[config.mk]
export PLATFORM = sky130hd
export DESIGN_NAME = hazard_stall_ctrl
export DESIGN_NICKNAME = d
export VERILOG_FILES = /design/src/rtl/hazard_stall_ctrl_pkg.sv /design/src/rtl/hazard_stall_ctrl_sat_counter.sv /design/src/rtl/hazard_stall_ctrl.sv
export SDC_FILE = /design/constraint.sdc
export NUM_CORES = 1
export LEC_CHECK = 0
export CAP_MARGIN = 20
export CORE_MARGIN = 3
export CORE_UTILIZATION = 53
export DETAILED_ROUTE_END_ITERATION = 7
export GPL_TIMING_DRIVEN = 1
export PLACE_DENSITY = 0.87
export SLEW_MARGIN = 40
export SYNTH_ARGS = -nofsm -noshare
export SYNTH_HDL_FRONTEND = slang
export SYNTH_HIERARCHICAL = 1
export SYNTH_SLANG_ARGS = --single-unit
[constraint.sdc]
create_clock -name clock -period 3.97 [get_ports clock]
set_input_delay 0.397 -clock clock [delete_from_list [all_inputs] [get_ports clock]]
set_output_delay 0.397 -clock clock [all_outputs]
set_load 0.05 [all_outputs]
[src/rtl/hazard_stall_ctrl_pkg.sv]
// Shared definitions for the pipeline hazard/stall control slice:
// register-index width, the x0 constant, the stall FSM encoding and
// the load-use hazard detector shared by any block that needs it.
package pipeline_pkg;

  localparam int REG_W = 5;
  localparam logic [REG_W-1:0] REG_ZERO = 5'd0;

  typedef enum logic {
    RUN        = 1'b0,
    LOAD_STALL = 1'b1
  } state_t;

  // A load in EX whose destination is read by the instruction in ID.
  // x0 is hard-wired to zero, so writes to it never create a dependency.
  function automatic logic load_use_hazard(
    input logic             mem_read,
    input logic [REG_W-1:0] rd,
    input logic [REG_W-1:0] rs1,
    input logic [REG_W-1:0] rs2,
    input logic             use1,
    input logic             use2
  );
    logic match1;
    logic match2;
    match1 = use1 && (rs1 == rd);
    match2 = use2 && (rs2 == rd);
    return mem_read && (rd != REG_ZERO) && (match1 || match2);
  endfunction

endpackage

[src/rtl/hazard_stall_ctrl_sat_counter.sv]
// Saturating up-counter with synchronous clear. Holds at all-ones
// instead of wrapping so a long run never reports a small count.
module sat_counter #(
  parameter int W = 16
) (
  input  logic         clock,
  input  logic         reset,
  input  logic         inc,
  input  logic         clr,
  output logic [W-1:0] count
);

  localparam logic [W-1:0] MAX_VAL = '1;

  // Clear wins over increment; increment stops at the maximum value.
  always_ff @(posedge clock or posedge reset) begin
    if (reset) begin
      count <= '0;
    end else if (clr) begin
      count <= '0;
    end else if (inc && (count != MAX_VAL)) begin
      count <= count + {{(W-1){1'b0}}, 1'b1};
    end
  end

endmodule

[src/rtl/hazard_stall_ctrl.sv]
// Pipeline control for the IF/ID and ID/EX registers. Each cycle it
// decides between freezing for a busy multi-cycle EX unit, flushing on
// a taken branch, inserting load-use bubbles, or letting the pipe flow.
// Decisions are combinational so they act in the cycle they are made;
// only the load-use stall sequencing and the perf counters hold state.
module hazard_stall_ctrl
  import pipeline_pkg::*;
#(
  parameter int LOAD_STALLS = 1,
  parameter int CNT_W       = 16
) (
  input  logic             clock,
  input  logic             reset,
  input  logic [4:0]       rs1_id,
  input  logic [4:0]       rs2_id,
  input  logic             uses_rs1_id,
  input  logic             uses_rs2_id,
  input  logic [4:0]       rd_ex,
  input  logic             MemRead_ex,
  input  logic             branch_taken_ex,
  input  logic             ex_busy,
  input  logic             counter_clear,
  output logic             pc_write,
  output logic             if_id_write,
  output logic             if_id_flush,
  output logic             id_ex_write,
  output logic             id_ex_bubble,
  output logic             stall_active,
  output logic [CNT_W-1:0] stall_count,
  output logic [CNT_W-1:0] flush_count
);

  // Bubbles still owed after the first one, which is issued from RUN.
  localparam logic [3:0] REM_INIT = 4'(LOAD_STALLS - 1);

  state_t     state;
  state_t     state_nxt;
  logic [3:0] rem;
  logic [3:0] rem_nxt;
  logic       hz;
  logic       flush_fire;
  logic       stall_inc;

  assign hz = load_use_hazard(MemRead_ex, rd_ex, rs1_id, rs2_id,
                              uses_rs1_id, uses_rs2_id);

  // Stall FSM state and remaining-bubble counter.
  always_ff @(posedge clock or posedge reset) begin
    if (reset) begin
      state <= RUN;
      rem   <= 4'd0;
    end else begin
      state <= state_nxt;
      rem   <= rem_nxt;
    end
  end

  // Prioritised control decision: busy > branch > ongoing stall > new hazard > flow.
  always_comb begin
    state_nxt    = state;
    rem_nxt      = rem;
    flush_fire   = 1'b0;
    pc_write     = 1'b1;
    if_id_write  = 1'b1;
    if_id_flush  = 1'b0;
    id_ex_write  = 1'b1;
    id_ex_bubble = 1'b0;

    if (ex_busy) begin
      // Freeze everything; a branch or hazard is re-evaluated once EX finishes.
      pc_write    = 1'b0;
      if_id_write = 1'b0;
      id_ex_write = 1'b0;
    end else if (branch_taken_ex) begin
      // Younger instructions are on the wrong path, so any pending stall is moot.
      if_id_flush  = 1'b1;
      id_ex_bubble = 1'b1;
      flush_fire   = 1'b1;
      state_nxt    = RUN;
      rem_nxt      = 4'd0;
    end else if (state == LOAD_STALL) begin
      pc_write     = 1'b0;
      if_id_write  = 1'b0;
      id_ex_bubble = 1'b1;
      rem_nxt      = rem - 4'd1;
      if (rem == 4'd1) begin
        state_nxt = RUN;
      end
    end else if (hz) begin
      pc_write     = 1'b0;
      if_id_write  = 1'b0;
      id_ex_bubble = 1'b1;
      if (LOAD_STALLS != 1) begin
        state_nxt = LOAD_STALL;
        rem_nxt   = REM_INIT;
      end
    end
  end

  assign stall_active = (state == LOAD_STALL);
  assign stall_inc    = ~pc_write | id_ex_bubble;

  sat_counter #(.W(CNT_W)) u_stall_cnt (
    .clock (clock),
    .reset (reset),
    .inc   (stall_inc),
    .clr   (counter_clear),
    .count (stall_count)
  );

  sat_counter #(.W(CNT_W)) u_flush_cnt (
    .clock (clock),
    .reset (reset),
    .inc   (flush_fire),
    .clr   (counter_clear),
    .count (flush_count)
  );

endmodule

### After elaboration in Yosys (flattened, before gate mapping)

Index checks and enable logic that the tools add are counted.

| storage, ports and cells | value |
|---|---|
| register bits | 37 |
| bits of input ports | 23 |

| operators by class | value |
|---|---|
| add/subtract/negate cells | 3 |
| equal/unequal tests | 5 |
| muxes and demuxes | 20 |
| bitwise logic cells | 3 |
| reductions and logical operators | 12 |

Operators with widths:

| cell | number |
|---|---|
| $mux W16 | 4 |
| $add A16 B1 Y16 const B | 2 |
| $ne A16 B16 Y1 const B | 2 |
| $mux W1 | 14 |
| $eq A5 B5 Y1 | 2 |
| $mux W4 | 2 |
| $logic_and A1 B1 Y1 | 6 |
| $reduce_bool A2 Y1 | 3 |
| $reduce_bool A5 Y1 | 1 |
| $eq A4 B1 Y1 const B | 1 |
| $sub A4 B1 Y4 const B | 1 |
| $not A1 Y1 | 2 |
| $reduce_and A2 Y1 | 1 |
| $logic_or A1 B1 Y1 | 1 |
| $or A1 B1 Y1 | 1 |

### Depth between registers and ports, before layout

Gate-level depths: netlist (run 1).

| depth | value |
|---|---|
| depth in word-level cells | 13 |
| gate-level depth with buffers | 9 |

### Hierarchy

Netlist (run 1), hierarchy kept.

Modules (own cells, without submodules):

| module | times used | cells each | area each (sq um) | seq. area each (sq um) |
|---|---|---|---|---|
| sat_counter | 2 | 101 | 932.1 | 400.4 |
| hazard_stall_ctrl | 1 | 56 | 454.2 | 125.1 |

### Least setup slack after synthesis (run 1)

Ideal clock, no wire load.

| path | value |
|---|---|
| path kind | input-to-reg |
| from | in branch_taken_ex |
| to | reg u_flush_cnt.count[13] |
| arrival | 2858 ps |
| required time | 3892 ps |
| slack | 1034 ps |
| stages | 7 |
| path buffers | 2 |
| cell sequence | clkbuf_1 nor2b_1 clkbuf_2 nand3_1 or4_4 or4_1 a21oi_1 |

| on the way | value |
|---|---|
| cells in the longest elaborated chain, start to end | 4 |

Ends and longest elaborated chain:

| what | RTL line | source |
|---|---|---|
| start: declaration | hazard_stall_ctrl.sv:20 | `input logic branch_taken_ex,` |
| $mux W1 (2 in a row) | - |  |
| net if_id_flush | hazard_stall_ctrl.sv:25 | `output logic if_id_flush,` |
| $logic_and A1 B1 Y1 | hazard_stall_ctrl_sat_counter.sv:21 | `end else if (inc && (count != MAX_VAL)) begin` |
| $reduce_bool A2 Y1 (no line) | - |  |
| end signal: assignment | hazard_stall_ctrl_sat_counter.sv:22 | `count <= count + {{(W-1){1'b0}}, 1'b1};` |
| end: declaration | hazard_stall_ctrl_sat_counter.sv:10 | `output logic [W-1:0] count` |

The timed path passes the listed nets, and every way through them passes these cells.
A chain may end at the register's enable or synchronous reset.

### Final worst setup path (run 1)

| path | value |
|---|---|
| from | in rd_ex[4] |
| to | out id_ex_bubble |

| on the way | value |
|---|---|
| cells in the longest elaborated chain, start to end | 8 |
| elaborated cells between the ends (all ways) | 12 |

Ends and longest elaborated chain:

| what | RTL line | source |
|---|---|---|
| start: declaration | hazard_stall_ctrl.sv:18 | `input logic [4:0] rd_ex,` |
| $eq A5 B5 Y1, on equally long branches | hazard_stall_ctrl_pkg.sv:26, hazard_stall_ctrl_pkg.sv:27 |  |
| $logic_and A1 B1 Y1, on equally long branches | hazard_stall_ctrl_pkg.sv:26, hazard_stall_ctrl_pkg.sv:27 |  |
| $logic_or A1 B1 Y1 | hazard_stall_ctrl_pkg.sv:28 | `return mem_read && (rd != REG_ZERO) && (match1 \|\| match2);` |
| $logic_and A1 B1 Y1 * | hazard_stall_ctrl_pkg.sv:28 |  |
| $mux W1 * | hazard_stall_ctrl.sv:89 | `end else if (hz) begin` |
| $mux W1 * | hazard_stall_ctrl.sv:81 | `end else if (state == LOAD_STALL) begin` |
| $mux W1 * | hazard_stall_ctrl.sv:74 | `end else if (branch_taken_ex) begin` |
| $mux W1 * | hazard_stall_ctrl.sv:69 | `if (ex_busy) begin` |
| end: declaration | hazard_stall_ctrl.sv:27 | `output logic id_ex_bubble,` |

Every way passes the cells marked *; elsewhere a longest branch is shown, timed or not.

==> run_results.csv, run 1 <==
group,metric,value,unit
route,drcViolationCount,0,
layout,layout_commonest_cell,"clkdlybuf4s50_1",
layout,mostFrequentLayoutCells,"clkdlybuf4s50_1, dfrtp_1, a21oi_1, nand2_1",
route,via_per_inst,6.063,
global_route,grt_pass1_wl,9480,µm
worst_setup_path,reg2reg_to,"u_flush_cnt/count[0]$_DFFE_PP0P_",
cts,cts_made_buffers,5,
synth,yosysTopAreaCell,"dfrtp_1",
synth,synthArstFlopShare,100.0,%
route,drt_pre_antenna_iters,4,
worst_setup_path,worst-path-buf-inv,2,
cts,h-tree-depth,2,
route,vias,2225,
global_route,grt_usage,22.83,%
run_status,run_status,"completed",
worst_setup_path,regToRegSetupSlack,1.85,ns
worst_setup_path,cp-start-kind,"primary input",
synth,synth_nets,285,
route,wl,5591,µm
global_route,grt_max_degree,30,
synth,avgSynthCellArea,8.986,µm²
cts,insertion_delay,0.30,ns
worst_hold_path,hold_path_class,"in -> async",
route,wl_per_cell,15.23,µm
layout,fin_area,3009,µm²
sta,worstMarginPinSlew,0.7222,ns
sta,setup_viol,0,
synth,synth_area,2318,µm²
worst_setup_path,cp.depth,6,
worst_setup_path,rr_startpoint,"u_flush_cnt/count[0]$_DFFE_PP0P_",
synth,ys.flop_type,"dfrtp_1",
worst_setup_path,cpMostUsedCell,"clkdlybuf4s50_1",
synth,synth_top_area_share,39.94,%
worst_setup_path,critical_path_required,3.57,ns
floorplanning,rows,23,
sta,fin_setup_tns,0,ns
route,antenna_left,0,
layout,drive_above_1_share,7.256,%
floorplanning,core_area,4115,µm²
synth,ys_ff_latch,37,
layout,area_growth,29.79,%
sta,slew_headroom,51.41,%
floorplanning,die_w,72.14,µm
cts,clk_pin_slew,0.07,ns
pwr,peakVddDrop,190.4,µV
cts,cts_resized,0,
cts,cts_root_buf,"clkbuf_8",
placement,io_buffers,60,
synth,synth_edf_count,0,
layout,regArea,925.9,µm²
job,cap_violations,0,
layout,fin_nets,343,
cts,clk_path_buf_depth,2,
floorplanning,start_util,56.34,%
floorplanning,dieHeight,72.14,µm
worst_setup_path,critPathSlowestCell,"clkdlybuf4s50_1",
synth,syn_inst,258,
global_route,grt_pass1_vias,2092,
worst_setup_path,reg2reg_depth,5,
worst_setup_path,critical-path-max-stage-delay,0.86,ns
sta,fin_skew,0.01021,ns
sta,period_share,77.59,%
global_route,grt_overflow,0,
sta,hold_viol,0,
floorplanning,dieArea,5204,µm²
layout,fill_cells,316,
worst_setup_path,cp-endpoint,"id_ex_bubble",
synth,synth_warnings,6,
worst_setup_path,startpoint,"rd_ex[4]",
placement,place_area,2927,µm²
worst_setup_path,crit_chain,"clkdlybuf4s50_1, xor2_1, nor4_2, a32oi_1, o31ai_1, clkdlybuf4s50_1",
cts,postCtsSetupBuffers,0,
worst_setup_path,path_max_fanout,3,
pwr,powerDensity,254.6,nW/µm²
sta,grt_setup_unrepaired,"no",
global_route,antenna_found_initial,0,
worst_setup_path,cp_top_family,"buffers and inverters",
route,drtIter0Drc,240,
sta,fmax,0.3246,GHz
synth,yosysUniqueCellTypes,39,
layout,multi_input_area,1286,µm²
cts,cts_hold_repair.buffers,0,
cts,clock-sinks,37,
synth,synthTopCellsByArea,"dfrtp_1, a21oi_1, or4_1, o31ai_1, nand3_1",
sta,finalMaxSlewViolations,0,
placement,dp.final_hpwl,4078,µm
worst_setup_path,worstPathArrival,2.68,ns
synth,yosysSeqAreaShare,39.94,%
sta,timing.final.crit_period,3.080,ns
pwr,leakage,1.098,nW
worst_setup_path,critical_path_class,"in -> out",
layout,diodes,0,
cts,cts_tree,"done",
worst_setup_path,crit_path_end_kind,"output pin",
floorplanning,io_pins,61,
placement,gp_congestion,0.8265,
-- sequential cells by signal (all words and copies together) (netlist names) --
name / flops
u_flush_cnt/count: 16
u_stall_cnt/count: 16
rem: 4
stall_active: 1
-- synthesized netlist by cell type, types with 3 or more instances --
master,count
dfrtp_1,37
a21oi_1,26
nand2_1,18
nand3_1,15
o21ai_0,15
or4_1,13
or3_1,12
inv_1,11
o31ai_1,11
nor3_1,10
nand4_1,8
nor2_1,8
xor2_1,8
nor2b_1,7
nor4_1,7
nand2b_1,5
clkbuf_1,4
ha_1,4
mux2_2,4
o41ai_1,4
buf_4,3
-- metal layers --
layer  track usage, %  vias to the layer above  share of wire, %
met2            38.22                       70                49
met3            5.956                       11               6.0
met1            29.17                     1050                43
met4            6.263                        0               1.3
li1                 -                     1094                 -
met5                0                        -                 0
-- power by group --
part           leakage (nW)  switching [W]  internal (W)
sequential            0.514     0.00000894      0.000382
combinational         0.539      0.0000687     0.0000484
clock                0.0450       0.000136      0.000122
-- cell type report --
class	count	area share [%]
flip-flops and latches	37	30.77
repair buffers	62	20.29
inverters	11	1.372
clock inverters	2	0.3326
well taps	50	2.079
clock buffers	6	2.412
multi-input cells	199	42.74
-- metrics by stage --
stage	power (W)	std cells	hold slack, ns	worst slack [ns]	util (%)
3_3_place_gp	0.0005132	359	0.4772	0.8903	71.24
5_1_grt	0.0008016	367	0.3889	0.7389	73.12
4_1_cts	0.0007725	367	0.3740	0.8746	73.12
2_1_floorplan	0.0004674	258	0.1755	1.034	-
3_5_place_dp	0.0005164	359	0.5096	0.7721	71.12
6_report	0.0007662	367	0.3728	0.8896	73.12
-- how the worst min path moves through the flow --
| stage | start | endpoint | slack, ns | cells past startpoint |
|---|---|---|---|---|
| 2_1_floorplan | reset | rem[0]$_DFFE_PP0P_ | 0.18 | 1 |
| 3_3_place_gp | rem[3]$_DFFE_PP0P_ | rem[3]$_DFFE_PP0P_ | 0.48 | 1 |
| 3_5_place_dp | rem[3]$_DFFE_PP0P_ | rem[3]$_DFFE_PP0P_ | 0.51 | 1 |
| 4_1_cts | reset | stall_active$_DFFE_PP0N_ | 0.37 | 2 |
| 5_1_grt | reset | stall_active$_DFFE_PP0N_ | 0.39 | 2 |
| 6_report | reset | rem[3]$_DFFE_PP0P_ | 0.37 | 2 |
-- cells by family (layout without fill, tap and decap cells) --
family                     Yosys count  after routing  synth area share, %
AOI/OAI and AO/OA                   63             63                16.24
xor gates and xnor gates            10             10                3.778
adders and majority gates            4              4                2.159
buffers and inverters               22             81                4.587
DFF                                 37             37                39.94
muxes                                6              6                2.806
and+or+nand+nor                    116            116                30.49
Power figures use the tool's default switching activity.
==> run 2: changes to the inputs <==
CORE_UTILIZATION = 44   (was 53)
PLACE_DENSITY = 0.77   (was 0.87)
clock period = 2.8 ns   (was 3.97 ns; I/O delays follow)
==> run_results.csv, run 2 (synthesis gave the netlist of run 1 again) <==
group,metric,value,unit
run_status,run_status,"completed",
cts,h-tree-depth,2,
pwr,switchingPower,0.0003015,W
cts,insertion_delay,0.29,ns
cts,cts_hold_repair.buffers,0,
route,vias,2291,
pwr,leakage,1.150,nW
pwr,power.share.clock,34.3,%
cts,clk_pin_slew,0.08,ns
layout,diodes,0,
sta,holdWs,0.2619,ns
placement,dp.final_hpwl,4341,µm
cts,cts_root_buf,"clkbuf_8",
pwr,powerDensity,356.6,nW/µm²
route,drtIter0Drc,130,
global_route,grt_max_degree,21,
job,cap_violations,0,
cts,postCtsSetupBuffers,0,
placement,io_buffers,60,
worst_setup_path,reg2reg_to,"u_flush_cnt/count[0]$_DFFE_PP0P_",
sta,timing.final.crit_period,2.561,ns
sta,slew_headroom,50.37,%
layout,drive_above_1_share,10.49,%
floorplanning,die_w,78.59,µm
cts,clk_path_buf_depth,2,
worst_setup_path,rr_startpoint,"u_flush_cnt/count[0]$_DFFE_PP0P_",
worst_setup_path,critPathSlowestCell,"clkdlybuf4s50_1",
route,via_per_inst,5.859,
worst_setup_path,worstPathArrival,2.78,ns
global_route,grt_pass1_wl,9929,µm
route,drt_pre_antenna_iters,4,
cts,cts_tree,"done",
sta,period_share,91.48,%
pwr,power.share.sequential,49.7,%
floorplanning,dieHeight,78.59,µm
worst_setup_path,cp-start-kind,"primary input",
layout,fin_util,63.85,%
layout,area_growth,35.24,%
sta,worstMarginPinSlew,0.7377,ns
floorplanning,core_area,4911,µm²
route,antenna_left,0,
route,drcViolationCount,0,
global_route,grt_overflow,0,
worst_hold_path,hold_path_class,"in -> async",
sta,grt_setup_unrepaired,"no",
worst_setup_path,critical_path_class,"in -> reg",
pwr,p_int,0.0008165,W
sta,finalMaxSlewViolations,0,
floorplanning,start_util,47.21,%
cts,clock-sinks,37,
floorplanning,dieArea,6176,µm²
pwr,peakVddDrop,254.6,µV
floorplanning,rows,25,
worst_setup_path,critical_path_required,3.02,ns
floorplanning,io_pins,61,
layout,fin_nets,351,
layout,reg.largest.list,"u_flush_cnt/count x16, u_stall_cnt/count x16, rem x4",
route,wl_per_cell,14.77,µm
worst_setup_path,path_max_fanout,5,
layout,mostFrequentLayoutCells,"clkdlybuf4s50_1, dfrtp_1, a21oi_1, nand2_1",
sta,hold_viol,0,
layout,layout_commonest_cell,"clkdlybuf4s50_1",
sta,setup_viol,0,
sta,fin_skew,0.01416,ns
worst_setup_path,reg2reg_depth,5,
sta,fmax,0.3904,GHz
global_route,antenna_found_initial,0,
pwr,p_sw_share,26.97,%
placement,gp_congestion,0.8779,
worst_setup_path,critical-path-max-stage-delay,0.46,ns
worst_setup_path,regToRegSetupSlack,0.71,ns
cts,cts_resized,0,
layout,fin_cells,391,
worst_setup_path,crit_chain,"clkdlybuf4s50_1, xor2_1, nor4_2, a32oi_1, o21ai_0, nand3_1, or4_4, or4_1, a21oi_1",
cts,cts_made_buffers,5,
global_route,grt_pass1_vias,2256,
worst_setup_path,crit_path_end_kind,"flip-flop",
placement,place_inst,384,
pwr,combPwrFrac,16.1,%
global_route,grt_usage,19.89,%
route,wl,5775,µm
-- run 2: changes by cell type in the layout (fill, tap and decap cells not counted), sizes merged --
| cell | previous run | this run |
|---|---|---|
| clkdlybuf4s50 | 59 | 57 |
| buf | 3 | 13 |
| clkinv | 2 | 0 |
| clkinvlp | 0 | 1 |
-- run 2: per-layer routing --
layer	up-vias	share of wire (%)	wire length [µm]	GRT usage (%)
met4	0	1.4	79	7.343
met2	67	49	2835	33.96
met1	1111	44	2536	24.19
li1	1107	-	-	-
met3	6	5.6	323	4.817
met5	-	0	0	0
-- run 2: layout make-up --
cell class,instances,area (µm²)
well taps,67,83.83
fillers,418,1775
clock buffers,6,82.58
repair buffers,70,705.7
clock inverters,1,7.507
flip-flops and latches,37,925.9
multi-input cells,199,1289
inverters,11,41.29
-- run 2: worst max-delay path by stage --
stage	from	endpoint	slack, ns
final	rd_ex[4]	u_stall_cnt/count[13]$_DFFE_PP0P_	0.24
after global routing	rd_ex[3]	u_stall_cnt/count[13]$_DFFE_PP0P_	0.02
after CTS	rd_ex[4]	u_stall_cnt/count[13]$_DFFE_PP0P_	0.22
after detailed placement	rd_ex[4]	u_stall_cnt/count[13]$_DFFE_PP0P_	-0.05
after global placement	rd_ex[4]	u_stall_cnt/count[13]$_DFFE_PP0P_	0.02
after floorplan	branch_taken_ex	u_flush_cnt/count[13]$_DFFE_PP0P_	0.27
-- run 2: worst max-delay path: cells and delay by family --
family                    cells  cell delay (ns)
AOI/OAI and AO/OA             3             0.57
and+or+nand+nor               4             1.28
xor gates and xnor gates      1             0.19
buffers and inverters         1             0.46
-- run 2: metrics by stage --
| step | setup WS, ns | instance area [µm²] | total power (W) | setup TNS (ns) |
|---|---|---|---|---|
| 2_1_floorplan | 0.2731 | 2321 | 0.0006630 | 0 |
| 4_1_cts | 0.2154 | 3136 | 0.001134 | 0 |
| 6_report | 0.2386 | 3136 | 0.001118 | 0 |
| 3_3_place_gp | 0.01519 | 3045 | 0.0007422 | 0 |
| 5_1_grt | 0.01587 | 3136 | 0.001169 | 0 |
| 3_5_place_dp | -0.04547 | 3045 | 0.0007460 | -0.04547 |
-- run 2: power groups by stage --
stage               clock network (W)  registers (W)   logic, W
floorplan                           0       0.000583  0.0000803
global placement                    0       0.000564   0.000178
detailed placement                  0       0.000565   0.000181
CTS                          0.000398       0.000555   0.000181
global route                 0.000418       0.000557   0.000194
finish                       0.000383       0.000555   0.000180
==> patch, RTL diff (settings of run 2) <==
Reset style: synchronous (`reset`), changed in 2 clocked blocks.
--- a/src/rtl/hazard_stall_ctrl_sat_counter.sv
+++ b/src/rtl/hazard_stall_ctrl_sat_counter.sv
@@ -13,7 +13,7 @@
   localparam logic [W-1:0] MAX_VAL = '1;
 
   // Clear wins over increment; increment stops at the maximum value.
-  always_ff @(posedge clock or posedge reset) begin
+  always_ff @(posedge clock) begin
     if (reset) begin
       count <= '0;
     end else if (clr) begin
--- a/src/rtl/hazard_stall_ctrl.sv
+++ b/src/rtl/hazard_stall_ctrl.sv
@@ -45,7 +45,7 @@
                               uses_rs1_id, uses_rs2_id);
 
   // Stall FSM state and remaining-bubble counter.
-  always_ff @(posedge clock or posedge reset) begin
+  always_ff @(posedge clock) begin
     if (reset) begin
       state <= RUN;
       rem   <= 4'd0;
Function: differs if reset is asserted again (counterexample within 4 cycles, from zero or initial values and one cycle with reset high); with reset held inactive, the same outputs for 10 cycles.
==> patch against run 2 <==
- synthesized cell count is 0.78% higher
- total power is 6.6% lower
- first-iteration DRC count is 0.77% lower
- global-route usage is 1.7 points lower
- sequential cell count stayed put
- count of clock-buffer cells in the layout is 1 higher
- synthesized area is 2.0% lower
- wire length is 11% lower
- worst setup slack better by 0.16 ns
- design area is 4.1% lower
- clock power is 1% lower
- non-clock buffer count is 5 lower
- critical path type unchanged
- largest cell class unchanged
==> patch: results <==
metrics = {
    "global_route": {
        "grt_pass1_vias": 2109,
        "grt_use_met2_pct": 30.48,
        "use_met1_pct": 23.77,
        "use_met3_pct": 4.640,
        "grt_pass1_wl_mm": 9.356,
        "grt_start_max_net_pins": 20,
        "grtUsageTotal_pct": 18.19,
        "antenna_found_initial": 0,
    },
    "clock_tree": {
        "cts_root_buffer": "clkbuf_8",
        "clockBufferDepth": 2,
        "cts-resized-gates": 0,
        "clkTransAtPathRegs_ns": 0.07,
        "clk_latency_ns": 0.28,
        "cts_buffers": 5,
        "cts_setup_buffers": 0,
        "htreeDepth": 2,
    },
    "power": {
        "ir_worst_vdd_v": 0.0002180,
        "power_leakage_nw": 1.048,
    },
    "finish": {
        "reg.largest.list": "u_flush_cnt/count x16, u_stall_cnt/count x16, rem x4",
        "drive_gt1_share_pct": 12.54,
        "final_nets": 346,
        "diodes": 0,
        "num-fill-cells": 434,
    },
    "placement": {
        "io_buffers": 60,
        "gp_congestion": 0.7706,
        "hpwlAfterDp_mm": 3.909,
    },
    "hold_path": {
        "hold_path_class": "reg -> reg",
        "hold-path-cell-count": 2,
    },
    "setup_path": {
        "critPathMaxFanout": 6,
        "r2r_cells": 7,
        "crit_arrival_ns": 2.60,
    },
    "logic_synthesis": {
        "synth-async-reset-ratio_pct": 0,
        "synth.top_cells.by_count": "dfxtp_1, nand2_1, a21oi_1, mux2i_1, o21ai_0",
        "synth_area_leaders": "dfxtp_1, mux2i_1, nand2_1",
        "syn_nets": 287,
        "synth-seq-area-share_pct": 32.60,
        "synth-main-ff-cell": "dfxtp_1",
        "yosysWarnings": 6,
        "yosysUniqueCellTypes": 47,
    },
    "detailed_routing": {
        "routed_wl_mm": 5.167,
        "first_iter_violations": 129,
        "viasPerCell": 5.645,
        "drt_first_pass_iters": 4,
    },
    "timing": {
        "tightest_slew_ns": 0.5879,
        "finalClockSkew_ns": 0.007447,
    },
    "run_status": {
        "status": "finished, final reports clean",
    },
    "floorplan": {
        "rows": 25,
    },
}
## patch: cell count changes after synthesis, sizes merged, moves of 12 or more
cell	change
and3	+12
dfrtp	-37
dfxtp	+37
or4	-16
## patch: kinds of logic (layout without fill, tap and decap cells)
kind of cell	count (synthesis)	count (layout)	synth area share (%)
simple gates	110	110	30.51
compound gates	68	68	20.15
flops	37	37	32.60
buf+inv	19	78	5.397
mux	12	12	5.287
xor+xnor	10	10	3.855
fa+ha+maj	4	4	2.203
## patch: routing by layer
metal,share of wire (%),vias to the layer above
met3,6.0,4
met2,47,56
met5,0,-
met4,0.56,0
li1,-,1100
met1,46,1019
## patch: path summary, 6_finish.rpt
kind	startpoint	to	slack (ns)
worst max-delay path	rd_ex[3]	u_stall_cnt/count[12]	0.40
worst min-delay path	rem[3]	rem[3]	0.47
worst max register to register	stall_active	u_stall_cnt/count[12]	1.02
worst min register to register	rem[3]	rem[3]	0.47
## patch: cell type report
class	count	area share, %
clock buffers	7	2.870
inverters	6	0.7488
multi-input cells	204	46.84
flip-flops and latches	37	24.63
well taps	67	2.787
repair buffers	65	22.13
## patch: worst max-delay path: stages
cell             delay [ns]
clkdlybuf4s50_1        0.46
xor2_1                 0.19
nor4_2                 0.29
a32oi_1                0.18
o21ai_0                0.18
buf_4                  0.15
and4_4                 0.24
and3_1                 0.27
a31oi_1                0.12
a311oi_1               0.24
## patch: through the flow
stage | instance area [um2] | utilization, % | worst slack [ns] | std cells
finish | 3008 | 62.04 | 0.3969 | 386
global route | 3008 | 62.04 | 0.1049 | 386
CTS | 3008 | 62.04 | 0.4029 | 386
detailed placement | 2922 | 60.26 | 0.1043 | 379
global placement | 2922 | 60.26 | 0.1763 | 379
floorplan | 2272 | - | 0.3535 | 260
## patch: report_power, final
part	internal [mW]	leakage [nW]	switching [mW]
logic	0.0661	0.705	0.0692
clock network	0.195	0.0443	0.183
registers	0.528	0.298	0.00283
total	0.789	1.05	0.255
